**src/rtl/wm_reshape_pack_pkg.sv**
```systemverilog
// Shared definitions for the weight-matrix repacker.
//  - one-hot FSM state encodings
//  - default narrow-read byte increment and default source/destination bases
package wm_reshape_pack_pkg;

  typedef enum logic [4:0] {
    ST_IDLE  = 5'b00001,
    ST_PREP  = 5'b00010,
    ST_RUN   = 5'b00100,
    ST_DRAIN = 5'b01000,
    ST_DONE  = 5'b10000
  } wm_state_t;

  localparam int          DEF_SRC_INCR = 4;
  localparam logic [31:0] DEF_SRC_BASE = 32'h0000_0000;
  localparam logic [15:0] DEF_DST_BASE = 16'h0000;

endpackage

```
**src/rtl/wm_reshape_pack_if.sv**
```systemverilog
// Memory-side bus bundle of the repacker.
//  master (repacker): src_en/src_addr out, src_rddata in; dst_we/dst_addr/dst_wrdata out
//  slave  (memories): the mirror image
interface wm_reshape_pack_if #(
  parameter int DW     = 32,
  parameter int LANES  = 4,
  parameter int SRC_AW = 32,
  parameter int DST_AW = 16
);

  logic                  src_en;
  logic [SRC_AW-1:0]     src_addr;
  logic [DW-1:0]         src_rddata;
  logic                  dst_we;
  logic [DST_AW-1:0]     dst_addr;
  logic [DW*LANES-1:0]   dst_wrdata;

  modport master (
    output src_en, src_addr,
    input  src_rddata,
    output dst_we, dst_addr, dst_wrdata
  );

  modport slave (
    input  src_en, src_addr,
    output src_rddata,
    input  dst_we, dst_addr, dst_wrdata
  );

endinterface

```
**src/rtl/wm_reshape_pack_packer.sv**
```systemverilog
// wm_lane_packer: gathers narrow words into one wide entry.
//  clk, rst_n     clock, async active-low reset
//  valid          data word present this cycle
//  lane           target lane of the word
//  last           word is the last column of its row (closes the entry early)
//  data           narrow word
//  entry_valid    registered: a completed entry is presented this cycle
//  entry_data     registered completed entry; lane 0 in the low bits
module wm_lane_packer #(
  parameter int DW    = 32,
  parameter int LANES = 4,
  parameter int LW    = (LANES > 1) ? $clog2(LANES) : 1
) (
  input  logic                clk,
  input  logic                rst_n,
  input  logic                valid,
  input  logic [LW-1:0]       lane,
  input  logic                last,
  input  logic [DW-1:0]       data,
  output logic                entry_valid,
  output logic [DW*LANES-1:0] entry_data
);

  logic [DW*LANES-1:0] acc_reg;
  logic [DW*LANES-1:0] acc_next;
  logic                entry_valid_reg;
  logic [DW*LANES-1:0] entry_data_reg;
  logic                complete;

  // A word on lane 0 starts a fresh entry, so every other lane is cleared
  // at the same time; that is what leaves padded lanes at zero.
  genvar gi;
  generate
    for (gi = 0; gi < LANES; gi++) begin : g_lane
      assign acc_next[gi*DW +: DW] =
        !valid               ? acc_reg[gi*DW +: DW] :
        (lane == LW'(gi))    ? data :
        (lane == '0)         ? '0 :
                               acc_reg[gi*DW +: DW];
    end
  endgenerate

  assign complete = valid && ((lane == LW'(LANES-1)) || last);

  always_ff @(posedge clk or negedge rst_n) begin
    if (!rst_n) begin
      acc_reg         <= '0;
      entry_valid_reg <= 1'b0;
      entry_data_reg  <= '0;
    end else begin
      acc_reg         <= acc_next;
      entry_valid_reg <= complete;
      if (complete) entry_data_reg <= acc_next;
    end
  end

  assign entry_valid = entry_valid_reg;
  assign entry_data  = entry_data_reg;

endmodule

```
**src/rtl/wm_reshape_pack.sv**
```systemverilog
// wm_reshape_pack: repacks an N x P matrix of narrow words (row-major) into
// wide entries of LANES words, each row padded to ceil(P/LANES) entries.
//  clk, rst_n          clock, async active-low reset
//  start               begin a job (taken in IDLE, or in the DONE cycle)
//  P, N                columns per row, rows
//  src_base, dst_base  narrow byte base, wide entry base
//  busy, done, err     status; done/err are single-cycle pulses
//  mem                 narrow read port and wide write port (master side)
module wm_reshape_pack
  import wm_reshape_pack_pkg::*;
#(
  parameter int DW       = 32,
  parameter int LANES    = 4,
  parameter int SRC_AW   = 32,
  parameter int DST_AW   = 16,
  parameter int SRC_INCR = DEF_SRC_INCR,
  parameter int CNT_W    = 16
) (
  input  logic              clk,
  input  logic              rst_n,
  input  logic              start,
  input  logic [CNT_W-1:0]  P,
  input  logic [CNT_W-1:0]  N,
  input  logic [SRC_AW-1:0] src_base,
  input  logic [DST_AW-1:0] dst_base,
  output logic              busy,
  output logic              done,
  output logic              err,
  wm_reshape_pack_if.master mem
);

  localparam int LW = (LANES > 1) ? $clog2(LANES) : 1;

  wm_state_t         state_reg;
  logic [CNT_W-1:0]  p_reg, n_reg;
  logic [SRC_AW-1:0] src_base_reg;
  logic [CNT_W-1:0]  col_reg, row_reg;
  logic              src_en_reg;
  logic [SRC_AW-1:0] src_addr_reg;
  logic              busy_reg, done_reg, err_reg;
  logic              tag_valid_reg, tag_last_reg;
  logic [CNT_W-1:0]  tag_col_reg;
  logic [DST_AW-1:0] wr_ptr_reg;

  logic [CNT_W-1:0]  p_last, n_last;
  logic              col_at_end, row_at_end;
  logic [LW-1:0]     tag_lane;
  logic              entry_valid;
  logic [DW*LANES-1:0] entry_data;

  assign p_last     = p_reg - CNT_W'(1);
  assign n_last     = n_reg - CNT_W'(1);
  assign col_at_end = (col_reg == p_last);
  assign row_at_end = (row_reg == n_last);
  assign tag_lane   = LW'(tag_col_reg % CNT_W'(LANES));

  // col/row track the read being presented on the source port this cycle;
  // the tag is that read's bookkeeping, delayed to meet its data.
  always_ff @(posedge clk or negedge rst_n) begin
    if (!rst_n) begin
      state_reg     <= ST_IDLE;
      p_reg         <= '0;
      n_reg         <= '0;
      src_base_reg  <= '0;
      col_reg       <= '0;
      row_reg       <= '0;
      src_en_reg    <= 1'b0;
      src_addr_reg  <= '0;
      busy_reg      <= 1'b0;
      done_reg      <= 1'b0;
      err_reg       <= 1'b0;
      tag_valid_reg <= 1'b0;
      tag_last_reg  <= 1'b0;
      tag_col_reg   <= '0;
      wr_ptr_reg    <= '0;
    end else begin
      done_reg      <= 1'b0;
      err_reg       <= 1'b0;
      tag_valid_reg <= 1'b0;
      if (entry_valid) wr_ptr_reg <= wr_ptr_reg + DST_AW'(1);

      unique case (state_reg)
        // DONE behaves like IDLE for start so back-to-back jobs lose no cycle.
        ST_IDLE, ST_DONE: begin
          if (start) begin
            state_reg    <= ST_PREP;
            busy_reg     <= 1'b1;
            p_reg        <= P;
            n_reg        <= N;
            src_base_reg <= src_base;
            wr_ptr_reg   <= dst_base;
          end else begin
            state_reg <= ST_IDLE;
          end
        end
        ST_PREP: begin
          col_reg <= '0;
          row_reg <= '0;
          if (p_reg == '0 || n_reg == '0) begin
            state_reg <= ST_DONE;
            busy_reg  <= 1'b0;
            done_reg  <= 1'b1;
            err_reg   <= 1'b1;
          end else begin
            state_reg    <= ST_RUN;
            src_en_reg   <= 1'b1;
            src_addr_reg <= src_base_reg;
          end
        end
        ST_RUN: begin
          tag_valid_reg <= 1'b1;
          tag_col_reg   <= col_reg;
          tag_last_reg  <= col_at_end;
          if (col_at_end && row_at_end) begin
            state_reg  <= ST_DRAIN;
            src_en_reg <= 1'b0;
          end else begin
            src_addr_reg <= src_addr_reg + SRC_AW'(SRC_INCR);
            if (col_at_end) begin
              col_reg <= '0;
              row_reg <= row_reg + CNT_W'(1);
            end else begin
              col_reg <= col_reg + CNT_W'(1);
            end
          end
        end
        // Wait for the last word to reach the packer; its entry is written
        // the following cycle, and done is raised one cycle after that.
        ST_DRAIN: begin
          if (!tag_valid_reg) begin
            state_reg <= ST_DONE;
            busy_reg  <= 1'b0;
            done_reg  <= 1'b1;
          end
        end
        default: begin
          state_reg  <= ST_IDLE;
          busy_reg   <= 1'b0;
          src_en_reg <= 1'b0;
        end
      endcase
    end
  end

  wm_lane_packer #(
    .DW    (DW),
    .LANES (LANES),
    .LW    (LW)
  ) u_packer (
    .clk         (clk),
    .rst_n       (rst_n),
    .valid       (tag_valid_reg),
    .lane        (tag_lane),
    .last        (tag_last_reg),
    .data        (mem.src_rddata),
    .entry_valid (entry_valid),
    .entry_data  (entry_data)
  );

  assign busy           = busy_reg;
  assign done           = done_reg;
  assign err            = err_reg;
  assign mem.src_en     = src_en_reg;
  assign mem.src_addr   = src_addr_reg;
  assign mem.dst_we     = entry_valid;
  assign mem.dst_addr   = wr_ptr_reg;
  assign mem.dst_wrdata = entry_data;

endmodule
```
**src/flat_wrapper.sv**
```systemverilog
// flat-port wrapper written by rule: the top's interface ports become plain ports
module wm_reshape_pack_flat import wm_reshape_pack_pkg::*;
#(
  parameter int DW       = 32,
  parameter int LANES    = 4,
  parameter int SRC_AW   = 32,
  parameter int DST_AW   = 16,
  parameter int SRC_INCR = DEF_SRC_INCR,
  parameter int CNT_W    = 16
)
  (clk, rst_n, start, P, N, src_base, dst_base, busy, done, err, mem_src_en, mem_src_addr, mem_src_rddata, mem_dst_we, mem_dst_addr, mem_dst_wrdata);
  wm_reshape_pack_if #(.DW(DW), .LANES(LANES), .SRC_AW(SRC_AW), .DST_AW(DST_AW)) mem_i ();
  input  logic clk;
  input  logic rst_n;
  input  logic start;
  input  logic [CNT_W-1:0] P;
  input  logic [CNT_W-1:0] N;
  input  logic [SRC_AW-1:0] src_base;
  input  logic [DST_AW-1:0] dst_base;
  output logic busy;
  output logic done;
  output logic err;
  output wire logic [$bits(mem_i.src_en)-1:0] mem_src_en;
  output wire logic [$bits(mem_i.src_addr)-1:0] mem_src_addr;
  input wire logic [$bits(mem_i.src_rddata)-1:0] mem_src_rddata;
  output wire logic [$bits(mem_i.dst_we)-1:0] mem_dst_we;
  output wire logic [$bits(mem_i.dst_addr)-1:0] mem_dst_addr;
  output wire logic [$bits(mem_i.dst_wrdata)-1:0] mem_dst_wrdata;
  assign mem_src_en = mem_i.src_en;
  assign mem_src_addr = mem_i.src_addr;
  assign mem_i.src_rddata = mem_src_rddata;
  assign mem_dst_we = mem_i.dst_we;
  assign mem_dst_addr = mem_i.dst_addr;
  assign mem_dst_wrdata = mem_i.dst_wrdata;
  wm_reshape_pack #(.DW(DW), .LANES(LANES), .SRC_AW(SRC_AW), .DST_AW(DST_AW), .SRC_INCR(SRC_INCR), .CNT_W(CNT_W)) u_core (.clk(clk), .rst_n(rst_n), .start(start), .P(P), .N(N), .src_base(src_base), .dst_base(dst_base), .busy(busy), .done(done), .err(err), .mem(mem_i));
endmodule
```
**config.mk**
```make
export PLATFORM = sky130hd
export DESIGN_NAME = wm_reshape_pack_flat
export DESIGN_NICKNAME = d
export VERILOG_FILES = /design/src/rtl/wm_reshape_pack_pkg.sv /design/src/rtl/wm_reshape_pack_if.sv /design/src/rtl/wm_reshape_pack_packer.sv /design/src/rtl/wm_reshape_pack.sv /design/src/flat_wrapper.sv
export SDC_FILE = /design/constraint.sdc
export NUM_CORES = 1
export LEC_CHECK = 0
export BUFFER_PORTS_ARGS = -buffer_cell sky130_fd_sc_hd__buf_2
export CAP_MARGIN = 15
export CELL_PAD_IN_SITES_DETAIL_PLACEMENT = 1
export CELL_PAD_IN_SITES_GLOBAL_PLACEMENT = 2
export CORE_UTILIZATION = 38
export CTS_CLUSTER_DIAMETER = 50
export DETAILED_ROUTE_END_ITERATION = 7
export MAX_ROUTING_LAYER = met4
export PLACE_DENSITY = 0.93
export SYNTH_ARGS = -nofsm -noshare
export SYNTH_HDL_FRONTEND = slang
export SYNTH_SLANG_ARGS = --single-unit
```
**constraint.sdc**
```tcl
create_clock -name clk -period 6.4 [get_ports clk]
set_input_delay 0.32 -clock clk [delete_from_list [all_inputs] [get_ports clk]]
set_output_delay 0.32 -clock clk [all_outputs]
set_load 0.005 [all_outputs]
```
==> run_results.csv <==
group,metric,value,unit
run_status,status,"finished clean",
setup_path,rr_worst_depth,11,
routing,route.detailed.drc,0,
floorplanning,floorplan.core_area,0.0477,sq mm
routing,postRouteAntennaNets,0,
floorplanning,ios,296,
cts,number_of_buffers_inserted_to_repair_setup_after_cts,0,
yosys,ys_warn_count,0,
setup_path,cp_max_fanout,19,
cts,clk-insertion-delay-late,620,ps
cts,max-clock-path-buffers,3,
cts,cts_tree,"yes",
routing,drt-initial-drc-count,983,
floorplanning,die-area,0.0493,sq mm
routing,dr_vias_cell,5.40,
min_path,hold_start,"mem_src_rddata[7]",
flow_run,maxCapViolations,0,
place,routability_congestion_estimate,0.897,
min_path,hold_depth,2,
yosys,synth_enable_flop_cells,0,
yosys,synth.top_cells.by_count,"610 x nand2_1, 413 x dfrtp_1, 123 x o21ai_0",
yosys,synth_top_flop_cell,"dfrtp_1",
setup_path,ff2ff_setup_slack,2620,ps
sta,timing.max_slew.rel_slack,0.266,
sta,worst_pin_slew,1100,ps
yosys,netlist.area_leader.share,0.561,
sta,period_share,0.590,
sta,fmax,265,MHz
routing,detailedRoute.firstPassIterationCount,5,
floorplanning,fp.dieW,222,um
finish,fill_cells,5357,
setup_path,crit_type,"reg -> reg",
cts,clock-root-buffer,"clkbuf_16",
sta,final_hold_violation_count,0,
setup_path,crit_path_max_delay_cell_type,"or4_1",
global_route,grt_remaining_overflow,0,
min_path,worst_hold_path_type,"in -> reg",
cts,clock_tree.htree_level_count,2,
min_path,hold-path-endpoint,"u_core.u_packer.acc_reg[7]",
yosys,synth.cell_area,0.0184,sq mm
yosys,synthTopCellsByArea,"dfrtp_1 56%, nand2_1 12%, mux2_2 6.1%, o21ai_0 3.3%, a22o_1 3.1%",
power,power.density_cell_area,414,mW/mm^2
finish,post_route_cells_drive_above_1_share,0.231,
global_route,number_of_global_route_vias_before_repair,16971,
power,power,9.58,mW
global_route,grt_max_degree,165,
routing,route.detailed.wl_per_inst,19.9,um
place,dp.cells,2713,
yosys,synthArstFlopShare,1.00,
finish,layout.cells.non_filler,2898,
cts,cts_sinks,414,
sta,setup-violations-final,0,
yosys,synth_seq_area_share,0.563,
yosys,synthCells,1901,
place,quantity_of_i_o_buffers_inserted_on_ports,295,
finish,antenna_cells_inserted,0,
sta,grt_setup_unrepaired,"no",
yosys,synthDominantAreaCellType,"dfrtp_1",
setup_path,startpoint_class,"flip-flop",
cts,hold_buffers,88,
sta,skew_final,28.0,ps
routing,via_count,15647,
cts,postCtsResizedCells,0,
place,hpwlAfterDp,35.6,mm
finish,area_of_combinational_cells_with_multiple_inputs,0.00752,sq mm
setup_path,crit_family,"simple AND/OR/NAND/NOR gates",
yosys,syn-mean-instance-area,9.69,sq um
power,max-vdd-ir-drop,199,uV
yosys,post-synth-top-count-cell,"nand2_1",
setup_path,end_kind,"flip-flop",
routing,totalWireLength,57.7,mm
global_route,grt_first_pass_wirelength,93.6,mm
setup_path,reg2reg_to,"u_core.row_reg[14]",
setup_path,crit-reg2reg-launch,"u_core.p_reg[0]",
floorplanning,num_rows,80,
finish,seq_area,0.0104,sq mm
setup_path,critPathMaxStageDelay,570,ps
cts,clkSlewWorstSetupHoldPaths,60,ps
floorplanning,initial_core_utilization,0.386,
finish,design.final.nets,2364,
power,power.static_leakage,10.9,nW
global_route,grt_usage,0.243,
sta,period_minus_slack,3780,ps
setup_path,critical_path.n_buffers_inverters,1,
sta,setup_total_negative_slack,0,ps
yosys,mappedNetlistNets,2024,
setup_path,arrival,4300,ps
setup_path,cp.required,6930,ps
yosys,synth-seq-cells,414,
floorplanning,die-height,222,um
yosys,synth.distinct_cells,67,
global_route,antenna_found_initial,0,
finish,post-route-util,0.484,
setup_path,critical_path.cell_chain,"inv_1, ha_1, nor3b_1, and2_0, a32oi_1, nand4b_1, a211o_1, a21oi_2, a21bo_1, or4_1, a21oi_1",
cts,cts_buffers,53,
sta,slew_violations,0,
finish,area.growth.synth_to_final,25.6,%
## logic make-up after synthesis
logic type,synth area share
AO/OA/AOI/OAI,0.128
XOR/XNOR,0.0238
adder cells (fa/ha/maj),0.00544
buffers and inverters,0.0303
flip-flops,0.563
multiplexers,0.0638
AND/OR/NAND/NOR,0.186
## through the flow
step                      hold slack [ps]  setup slack, ps  cell area [sq um]
final                                34.1             2620              23100
after global routing                 27.3             2290              23100
after CTS                           0.202             2660              23100
after detailed placement              376             2680              20400
after global placement                375             2830              20400
after floorplan                      24.4             3110              18400
## area by class of cell
class                           instances  area share
Sequential cell                       414       0.448
Timing Repair Buffer                  402       0.110
Clock inverter                         30      0.0151
Tap cell                              615      0.0333
Clock buffer                           67      0.0640
Multi-Input combinational cell       1344       0.325
Inverter                               26     0.00433
## metal layers
layer  GRT usage  share of wire  vias up
li1            -              -     7191
met1       0.299           0.43     8013
met2       0.403           0.49      335
met3      0.0416          0.044      108
met4      0.0871          0.032        0
met5           -              0        -
## power by group
part / leakage (nW) / switching [mW] / internal [mW] / total, mW
logic: 4.94 / 1.61 / 0.991 / 2.60
clock network: 0.907 / 1.24 / 1.86 / 3.10
registers: 5.08 / 0.560 / 3.32 / 3.88
total: 10.9 / 3.41 / 6.17 / 9.58
## cells in the final DEF (no fill, tap or decap), drive strengths merged, types with 8 or more instances in the layout
cell / count
dfrtp: 413
buf: 314
nand4: 19
and3: 22
dlygate4sd3: 88
nor3: 15
nor4: 10
a21o: 10
a31oi: 14
mux2: 99
nand2: 610
ha: 8
clkinv: 13
xor2: 25
inv: 36
nand2b: 10
nand3: 32
nor2: 47
or3: 8
a22o: 66
o21ai: 124
a21oi: 84
clkbuf: 67
o211ai: 10
or4: 14
o22ai: 18
xnor2: 25
## how the worst max path moves through the flow
stage,from,endpoint,slack (ps),cells past startpoint
2_1_floorplan,u_core.p_reg[2],u_core.row_reg[14],3110,12
3_5_place_dp,u_core.p_reg[0],u_core.row_reg[14],2680,11
3_3_place_gp,u_core.p_reg[0],u_core.row_reg[14],2830,11
6_report,u_core.p_reg[0],u_core.row_reg[14],2620,11
5_1_grt,u_core.n_reg[2],u_core.mem.src_addr[13],2290,10
4_1_cts,u_core.p_reg[0],u_core.row_reg[14],2660,11
(Power assumes the default switching activity.)
